## src/rtl/fft_pkg.sv

```systemverilog
// Shared types and constants for the 512-point FFT pipeline.
// Butterfly stage sequencing tags and controller states.
package fft_pkg;

    localparam int FFT_N             = 512;
    localparam int LANES             = 16;
    localparam int BLK_PER_FRAME_DEF = FFT_N / LANES;

    // Wide enough for any frame length the pipeline will be built with
    localparam int TAG_IDX_W = 16;

    typedef enum logic {
        IDLE,
        RUN
    } bfly_ctrl_state_t;

    typedef struct packed {
        logic                 valid;
        logic                 sof;
        logic                 eof;
        logic [TAG_IDX_W-1:0] idx;
    } bfly_tag_t;

    function automatic logic [15:0] sat_inc16(
        input logic [15:0] v
    );
        return (v == 16'hFFFF) ? v : v + 16'd1;
    endfunction

endpackage

```

## src/rtl/bfly_tag_pipe.sv

```systemverilog
// BF_LAT-deep register pipe carrying block tags alongside
// the butterfly datapath.
module bfly_tag_pipe
    import fft_pkg::*;
#(
    parameter int BF_LAT = 1
) (
    input  logic      clk,
    input  logic      rstn,
    input  bfly_tag_t tag_in,
    output bfly_tag_t tag_out
);

    bfly_tag_t stg [BF_LAT];

    always_ff @(posedge clk or negedge rstn) begin
        if (!rstn) begin
            for (int i = 0; i < BF_LAT; i++) begin
                stg[i] <= '0;
            end
        end else begin
            stg[0] <= tag_in;
            for (int i = 1; i < BF_LAT; i++) begin
                stg[i] <= stg[i-1];
            end
        end
    end

    assign tag_out = stg[BF_LAT-1];

endmodule

```

## src/rtl/bfly_stage_ctrl.sv

```systemverilog
// Framing/tag controller for one radix-2 butterfly stage.
// Optional perf counters enabled by BFLY_CTRL_PERF_EN.
module bfly_stage_ctrl
    import fft_pkg::*;
#(
    parameter int BLK_PER_FRAME = BLK_PER_FRAME_DEF,
    parameter int CNT_W         = $clog2(BLK_PER_FRAME),
    parameter int BF_LAT        = 1
) (
    input  logic             clk,
    input  logic             rstn,
    input  logic             din_valid,
    input  logic             din_sof,
    output logic             bf_valid_in,
    input  logic             bf_valid_out,
    output logic             dout_valid,
    output logic             dout_sof,
    output logic             dout_eof,
    output logic [CNT_W-1:0] dout_idx,
    output logic             err_frame,
    output logic             err_align,
    output logic [15:0]      perf_frames,
    output logic [15:0]      perf_drops
);

    localparam logic [CNT_W-1:0] LAST = CNT_W'(BLK_PER_FRAME - 1);

    bfly_ctrl_state_t state;
    logic [CNT_W-1:0] in_cnt;

    logic      accept;
    logic      drop;
    logic      resync;
    bfly_tag_t tag_in;
    bfly_tag_t tag_out;
    logic      unused_tag;

    // IDLE only takes a block that opens a frame
    assign accept = din_valid & ((state == RUN) | din_sof);
    assign drop   = din_valid & ~accept;
    assign resync = din_valid & din_sof
                  & (state == RUN) & (in_cnt != '0);

    assign bf_valid_in = accept;

    always_comb begin
        tag_in       = '0;
        tag_in.valid = accept;
        tag_in.sof   = accept & din_sof;
        tag_in.eof   = accept & ~din_sof & (in_cnt == LAST);
        if (accept & ~din_sof) begin
            tag_in.idx = TAG_IDX_W'(in_cnt);
        end
    end

    always_ff @(posedge clk or negedge rstn) begin
        if (!rstn) begin
            state     <= IDLE;
            in_cnt    <= '0;
            err_frame <= 1'b0;
            err_align <= 1'b0;
        end else begin
            err_frame <= drop | resync;
            if (dout_valid != bf_valid_out) begin
                err_align <= 1'b1;
            end
            unique case (state)
                IDLE: begin
                    if (din_valid & din_sof) begin
                        in_cnt <= CNT_W'(1);
                        state  <= RUN;
                    end
                end
                RUN: begin
                    if (din_valid & din_sof) begin
                        in_cnt <= CNT_W'(1);
                    end else if (din_valid) begin
                        if (in_cnt == LAST) begin
                            in_cnt <= '0;
                            state  <= IDLE;
                        end else begin
                            in_cnt <= in_cnt + CNT_W'(1);
                        end
                    end
                end
            endcase
        end
    end

    bfly_tag_pipe #(
        .BF_LAT (BF_LAT)
    ) u_tag_pipe (
        .clk     (clk),
        .rstn    (rstn),
        .tag_in  (tag_in),
        .tag_out (tag_out)
    );

    assign dout_valid = tag_out.valid;
    assign dout_sof   = tag_out.valid & tag_out.sof;
    assign dout_eof   = tag_out.valid & tag_out.eof;
    assign dout_idx   = tag_out.valid ? tag_out.idx[CNT_W-1:0]
                                      : '0;
    assign unused_tag = ^tag_out.idx;

`ifdef BFLY_CTRL_PERF_EN
    logic [15:0] frames_q;
    logic [15:0] drops_q;

    always_ff @(posedge clk or negedge rstn) begin
        if (!rstn) begin
            frames_q <= '0;
            drops_q  <= '0;
        end else begin
            if (dout_valid & dout_eof) begin
                frames_q <= sat_inc16(frames_q);
            end
            if (drop) begin
                drops_q <= sat_inc16(drops_q);
            end
        end
    end

    assign perf_frames = frames_q;
    assign perf_drops  = drops_q;
`else
    assign perf_frames = '0;
    assign perf_drops  = '0;
`endif

endmodule
```

## config.mk

```make
export PLATFORM = sky130hd
export DESIGN_NAME = bfly_stage_ctrl
export DESIGN_NICKNAME = d
export VERILOG_FILES = /design/src/rtl/fft_pkg.sv /design/src/rtl/bfly_tag_pipe.sv /design/src/rtl/bfly_stage_ctrl.sv
export SDC_FILE = /design/constraint.sdc
export NUM_CORES = 1
export LEC_CHECK = 0
export ABC_AREA = 1
export BUFFER_PORTS_ARGS = -buffer_cell sky130_fd_sc_hd__buf_2
export CORE_MARGIN = 10
export CORE_UTILIZATION = 48
export DETAILED_ROUTE_END_ITERATION = 8
export GPL_ROUTABILITY_DRIVEN = 0
export PLACE_DENSITY = 0.93
export SYNTH_ARGS = -nofsm -noshare
export SYNTH_HDL_FRONTEND = slang
export SYNTH_SLANG_ARGS = --single-unit
```

## constraint.sdc

```tcl
create_clock -name clk -period 3 [get_ports clk]
set_input_delay 0.3 -clock clk [delete_from_list [all_inputs] [get_ports clk]]
set_output_delay 0.3 -clock clk [all_outputs]
set_load 0.03 [all_outputs]
```

==> results of run 1 <==
[layout make-up]
| cell class | instances | share of cell area |
|---|---|---|
| sequential | 16 | 0.407 |
| multi-input combinational | 84 | 0.388 |
| timing repair buffer | 16 | 0.0865 |
| inverter | 16 | 0.0611 |
| tap | 27 | 0.0344 |
| clock buffer | 3 | 0.0229 |
[cells by family (layout without fill, tap and decap cells)]
logic type,count (synthesis),count (layout),synth area share
simple gates,42,42,0.195
fa+ha+maj,3,3,0.0387
other cells,1,32,0.00386
buf+inv,49,35,0.314
flops,16,16,0.412
compound gates,7,7,0.0361
[repair_timing]
action                                 CTS  global route
setup buffers                            0             0
hold buffers                             1             0
endpoints found under the hold margin   16             0
[worst reg2reg max path, delay by kind of cell (launching register included)]
kind	cells	cell delay, ns
buffers and inverters	1	0.10
and+or+nand+nor	6	0.44
DFF	1	0.42
adders and majority gates	2	0.45
[metrics by stage]
step	utilization	instance area (um2)	hold WS (ns)
2_1_floorplan	-	1090	0.00441
3_3_place_gp	0.490	951	0.218
3_5_place_dp	0.490	951	0.230
4_1_cts	0.506	983	0.198
5_1_grt	0.506	983	0.196
6_report	0.506	983	0.204
[sequential cells by signal, summed over array words and instances (netlist names)]
signal              count
state                   1
err_frame               1
u_tag_pipe.tag_out      8
err_align               1
in_cnt                  5
[power by group]
group | internal (mW) | total, mW | switching (mW)
logic | 0.0424 | 0.191 | 0.149
clock network | 0.0466 | 0.108 | 0.0617
registers | 0.246 | 0.271 | 0.0247
[final timing paths]
path                                   start        end  cells past startpoint
max in group asynchronous               rstn  in_cnt[0]                      2
worst min register to register     err_align  err_align                      2
worst min-delay path            bf_valid_out  err_align                      2
min in group asynchronous               rstn  in_cnt[1]                      2
worst max register to register     in_cnt[0]  in_cnt[3]                      9
worst max-delay path               in_cnt[0]  in_cnt[3]                      9
[cells in the mapped netlist]
library cell / number / share of area
sky130_fd_sc_hd__nand2_1: 19 / 0.073
sky130_fd_sc_hd__nand3_1: 3 / 0.015
sky130_fd_sc_hd__nor2_2: 1 / 0.0064
sky130_fd_sc_hd__nand2_2: 3 / 0.019
sky130_fd_sc_hd__o21ai_0: 4 / 0.021
sky130_fd_sc_hd__nand2_4: 2 / 0.023
sky130_fd_sc_hd__buf_2: 1 / 0.0051
sky130_fd_sc_hd__a21oi_1: 3 / 0.015
sky130_fd_sc_hd__inv_2: 1 / 0.0039
sky130_fd_sc_hd__buf_4: 32 / 0.25
sky130_fd_sc_hd__dfrtp_1: 16 / 0.41
sky130_fd_sc_hd__inv_1: 15 / 0.058
sky130_fd_sc_hd__ha_1: 3 / 0.039
sky130_fd_sc_hd__nand4_1: 1 / 0.0064
sky130_fd_sc_hd__conb_1: 1 / 0.0039
sky130_fd_sc_hd__nor2_1: 13 / 0.050
[per-layer routing]
metal  GRT usage  up-vias  part of all wire
li1            -      325                 -
met1      0.0852      296              0.36
met2       0.147       34              0.48
met3      0.0515        2              0.15
met4      0.0321        0             0.013
met5           0        -                 0
==> results_dict.tcl, run 1 <==
set metrics [dict create \
    syn_inst 118 \
    totalPowerFinal_mw 0.571 \
    cts_max_level 1 \
    floorplan.die_area_um2 4220 \
    route.antenna.remaining_nets 0 \
    vias_in_the_first_global_route 669 \
    peakVddDrop_mv 0.448 \
    crit_chain "ha_1 -> nand2_1 -> nor2_1 -> ha_1 -> inv_1 -> nand2_1 -> nand2_1 -> nand2_1 -> nor2_1" \
    synth_seq_cells 16 \
    crit_path_start_kind "flip-flop" \
    tritoncts.num_buffers 3 \
    drt_pre_antenna_iters 5 \
    first_pass_grt_wire_length_um 3060 \
    critical_path_capture_point_type "flip-flop" \
    ff2ff_setup_slack_ns 1.52 \
    groute.usage.overall 0.0865 \
    multiInputGateArea_um2 382 \
    power_density_nw_per_um2 580 \
    yosys.cell_types.count 16 \
    fp.dieW_um 65.0 \
    layout.nets 145 \
    grt_remaining_overflow 0 \
    detailroute.via_count 657 \
    fmax_ghz 0.676 \
    avgRoutedWirePerCell_um 11.3 \
    final_layout_size_suffix_gt1_frac 0.185 \
    clk_pin_slew_ns 0.08 \
    insertion_delay_of_the_later_clocked_pin_in_the_worst_skew_pair_ns 0.28 \
    worstPathRequired_ns 3.22 \
    post_layout_nonfiller_instances 162 \
    pre_cts_slack_ns 1.54 \
    final.setup.tns_ns 0 \
    antenna_found_initial 0 \
    routed_via_density 4.06 \
    period_minus_slack_ns 1.48 \
    cts_repair_resize_count 0 \
    yosys_warnings 0 \
    setup_viol 0 \
    synth.yosys.seq_area_share 0.412 \
    synth.cell_area_um2 971 \
    drt_first_iter_violations 11 \
    clock_sinks 16 \
    placed_cells 158 \
    critical_path_buf_inv_count 1 \
    synth.avg_cell_area_um2 8.23 \
    timing.final.max_slew_violations 0 \
    path_max_fanout 4 \
    clock_tree.buffer_depth 2 \
    place.port_buffers 15 \
    layout_setup_ws_ns 1.52 \
    num_antenna_cells 0 \
    crit_type "flip-flop to flip-flop" \
    layout_worst_path_cycle_share 0.493 \
    core.rowCount 16 \
    setup_repair_after_global_routing_missed_its_margin "no" \
    core_area_um2 1940 \
    max_stage_delay_ns 0.42 \
    regArea_um2 400 \
    place.detailed.hpwl_um 1530 \
    final_common_cell "sky130_fd_sc_hd__conb_1" \
    synthToLayoutAreaGrowth_pct 1.29 \
    critical_path_slowest_stage_cell "sky130_fd_sc_hd__dfrtp_1" \
    hold_viol_final 0 \
    worst_path_dominant_cell_family "adder cells" \
    ctsRootBufferMaster "sky130_fd_sc_hd__clkbuf_4" \
    critical_path.most_common_cell "sky130_fd_sc_hd__nand2_1" \
    n_fill_cell 206 \
    die_height_um 65.0 \
    maximum_number_of_pins_on_one_net_before_global_route_repair 17 \
    leakagePower_nw 0.620 \
    drt-total-wl_um 1830 \
    crit_arrival_ns 1.70 \
    drc 0 \
    start_util 0.500 \
    layout_common_cells "sky130_fd_sc_hd__conb_1, sky130_fd_sc_hd__nand2_1, sky130_fd_sc_hd__dfrtp_1, sky130_fd_sc_hd__inv_1, sky130_fd_sc_hd__buf_2" \
    status "complete, no violations" \
    ioPinCount 48 \
    min_path_type "input port to flip-flop" \
    tritoncts "done" \
    fin_worst_skew_ns 0.00391 \
    max_cap_violation_count 0 \
]
Power figures use the tool's default switching activity.
==> inputs of run 2 (changes only) <==
--- a/config.mk
+++ b/config.mk
@@ -5,13 +5,13 @@
 export SDC_FILE = /design/constraint.sdc
 export NUM_CORES = 1
 export LEC_CHECK = 0
-export ABC_AREA = 1
+export ABC_AREA = 0
 export BUFFER_PORTS_ARGS = -buffer_cell sky130_fd_sc_hd__buf_2
 export CORE_MARGIN = 10
-export CORE_UTILIZATION = 48
+export CORE_UTILIZATION = 40
 export DETAILED_ROUTE_END_ITERATION = 8
 export GPL_ROUTABILITY_DRIVEN = 0
-export PLACE_DENSITY = 0.93
+export PLACE_DENSITY = 0.84
 export SYNTH_ARGS = -nofsm -noshare
 export SYNTH_HDL_FRONTEND = slang
 export SYNTH_SLANG_ARGS = --single-unit
==> constraint.sdc (replaced) <==
create_clock -name clk -period 1.25 [get_ports clk]
set_input_delay 0.125 -clock clk [delete_from_list [all_inputs] [get_ports clk]]
set_output_delay 0.125 -clock clk [all_outputs]
set_load 0.03 [all_outputs]
==> results_dict.tcl, run 2 <==
set metrics [dict create \
    route.antenna.remaining_nets 0 \
    max_cap_violation_count 0 \
    totalPowerFinal_mw 1.56 \
    clk_pin_slew_ns 0.09 \
    synthToLayoutAreaGrowth_pct 25.8 \
    hold_viol_final 0 \
    critical_path_buf_inv_count 0 \
    grt_remaining_overflow 0 \
    insertion_delay_of_the_later_clocked_pin_in_the_worst_skew_pair_ns 0.29 \
    core.rowCount 17 \
    drc 0 \
    final_common_cell "sky130_fd_sc_hd__conb_1" \
    period_minus_slack_ns 1.61 \
    ctsRootBufferMaster "sky130_fd_sc_hd__clkbuf_4" \
    critical_path_slowest_stage_cell "sky130_fd_sc_hd__or4b_1" \
    worstReg2RegStart "in_cnt[0]" \
    vias_in_the_first_global_route 783 \
    groute.usage.overall 0.0851 \
    crit_chain "ha_2 -> and3_4 -> ha_4 -> or4b_1 -> o21ai_1" \
    layout_common_cells "sky130_fd_sc_hd__conb_1, sky130_fd_sc_hd__buf_4, sky130_fd_sc_hd__dfrtp_1, sky130_fd_sc_hd__buf_2, sky130_fd_sc_hd__and2_1" \
    final_layout_size_suffix_gt1_frac 0.424 \
    yosys.cell_types.count 30 \
    cts_max_level 1 \
    drt_first_iter_violations 36 \
    worstPathRequired_ns 1.48 \
    violations "negative setup slack" \
    layout_worst_path_cycle_share 1.29 \
    min_path_type "input port to flip-flop" \
    num_antenna_cells 0 \
    worstHoldStart "bf_valid_out" \
    fp.dieW_um 69.3 \
    fmax_ghz 0.621 \
    synth.yosys.seq_area_share 0.412 \
    routed_via_density 4.51 \
    holdPathStages 3 \
    antenna_found_initial 0 \
    post_synth_most_frequent_cells "sky130_fd_sc_hd__buf_4, sky130_fd_sc_hd__dfrtp_1, sky130_fd_sc_hd__and2_1" \
    clock_tree.buffer_depth 2 \
    worst_hold_path.endpoint "err_align" \
    floorplan.die_area_um2 4800 \
    start_util 0.431 \
    max_stage_delay_ns 0.49 \
    ioPinCount 48 \
    layout.nets 141 \
    synth_largest_type_area_fraction 0.412 \
    synth_top_flop_cell "sky130_fd_sc_hd__dfrtp_1" \
    syn_inst 98 \
    synthTopCellsByArea "sky130_fd_sc_hd__dfrtp_1, sky130_fd_sc_hd__buf_4, sky130_fd_sc_hd__and2_1" \
    first_pass_grt_wire_length_um 3450 \
    post-route-util 0.542 \
    crit_type "flip-flop to flip-flop" \
    largest_register_ffs 8 \
    detailroute.via_count 721 \
    core_area_um2 2250 \
    timing.final.max_slew_violations 0 \
    power_density_nw_per_um2 1280 \
    final.setup.tns_ns -1.15 \
    place.port_buffers 15 \
    worst_path_dominant_cell_family "simple AND/OR/NAND/NOR gates" \
    place.detailed.hpwl_um 1600 \
    crit_arrival_ns 1.84 \
    maximum_number_of_pins_on_one_net_before_global_route_repair 17 \
    synth_edf_count 0 \
    tritoncts.num_buffers 3 \
    synth_seq_cells 16 \
    critical_path_capture_point_type "flip-flop" \
    peakVddDrop_mv 0.640 \
    path_max_fanout 4 \
    synth.cell_area_um2 971 \
    die_height_um 69.3 \
    synth.avg_cell_area_um2 9.91 \
    status "finished, violations left" \
    crit_path_start_kind "flip-flop" \
    rr_endpoint "in_cnt[2]" \
    drt-total-wl_um 2390 \
    leakagePower_nw 0.637 \
    share_of_synthesized_registers_carrying_an_async_set_or_reset 1.00 \
    synthDominantAreaCellType "sky130_fd_sc_hd__dfrtp_1" \
    yosys_warnings 0 \
    setup_repair_after_global_routing_missed_its_margin "yes" \
    setup_viol 11 \
    layout_setup_ws_ns -0.361 \
    drt_pre_antenna_iters 5 \
    worst-r2r-cell-count 5 \
    ff2ff_setup_slack_ns -0.36 \
    tritoncts "done" \
    fin_worst_skew_ns 0.00491 \
    clock_sinks 16 \
    yosys.cell_count.top_type "sky130_fd_sc_hd__buf_4" \
    avgRoutedWirePerCell_um 14.9 \
]
## run 2: changes by cell type after synthesis, sizes merged, moves of 2 or more
cell,change
nor3,+2
nand3,-2
nor2,-10
a22o,+2
and2,+12
inv,-12
a21oi,-3
nand2,-21
## run 2: worst max path at each step
stage	startpoint	end	slack (ns)	cells after the start
5_1_grt	in_cnt[0]	in_cnt[2]	-0.41	5
4_1_cts	in_cnt[0]	in_cnt[2]	-0.32	5
6_report	in_cnt[0]	in_cnt[2]	-0.36	5
2_1_floorplan	in_cnt[0]	in_cnt[2]	-0.31	5
3_3_place_gp	in_cnt[1]	in_cnt[2]	-0.29	5
3_5_place_dp	in_cnt[1]	in_cnt[2]	-0.32	5
## run 2: metal layers
metal | vias to the layer above | GRT usage | wire length [um]
met3 | 10 | 0.0528 | 237
met4 | 0 | 0.0399 | 47
met1 | 339 | 0.0768 | 868
li1 | 322 | - | -
met5 | - | 0 | 0
met2 | 50 | 0.146 | 1230
## run 2: cell families after synthesis
logic type,share of synthesized area
AOI/OAI and AO/OA,0.0902
xor gates and xnor gates,0.00902
adders and majority gates,0.0387
buffers and inverters,0.268
DFF,0.412
other,0.00386
and+or+nand+nor,0.178
## run 2: layout make-up
| class | count | area (um2) |
|---|---|---|
| multi-input cells | 76 | 499 |
| well taps | 28 | 35.0 |
| inverters | 4 | 20.0 |
| fillers | 200 | 1030 |
| repair buffers | 32 | 228 |
| clock buffers | 4 | 36.3 |
| flip-flops and latches | 16 | 403 |
## run 2: per-stage QoR
step                      cell area (um2)  instances  setup slack [ns]  hold WS, ns
final                                1220        160            -0.361       0.0731
after detailed placement             1040        148            -0.320       0.0512
after floorplan                      1110        129            -0.314       -0.171
after CTS                            1150        156            -0.318       0.0714
after global placement               1040        148            -0.286       0.0423
after global routing                 1220        160            -0.411       0.0796
## run 2: what timing repair did
item / in CTS / in global routing
buffers inserted: 3 / 4
hold buffers: 1 / 0
gates resized for setup: 14 / 16
endpoints found under the hold margin: 16 / 0
pin swaps: 7 / 5
endpoints found under the setup margin: 7 / 19
## run 2: worst register-to-register path, cell delays in order, from the launching register on
cell and delay (ns):
sky130_fd_sc_hd__dfrtp_1 0.39, sky130_fd_sc_hd__ha_2 0.19, sky130_fd_sc_hd__and3_4 0.18, sky130_fd_sc_hd__ha_4 0.16
sky130_fd_sc_hd__or4b_1 0.49, sky130_fd_sc_hd__o21ai_1 0.13
## run 2: where the power goes
group / leakage (nW) / internal, mW / switching (mW)
Clock: 0.0210 / 0.178 / 0.169
Combinational: 0.415 / 0.240 / 0.372
Sequential: 0.200 / 0.574 / 0.0281
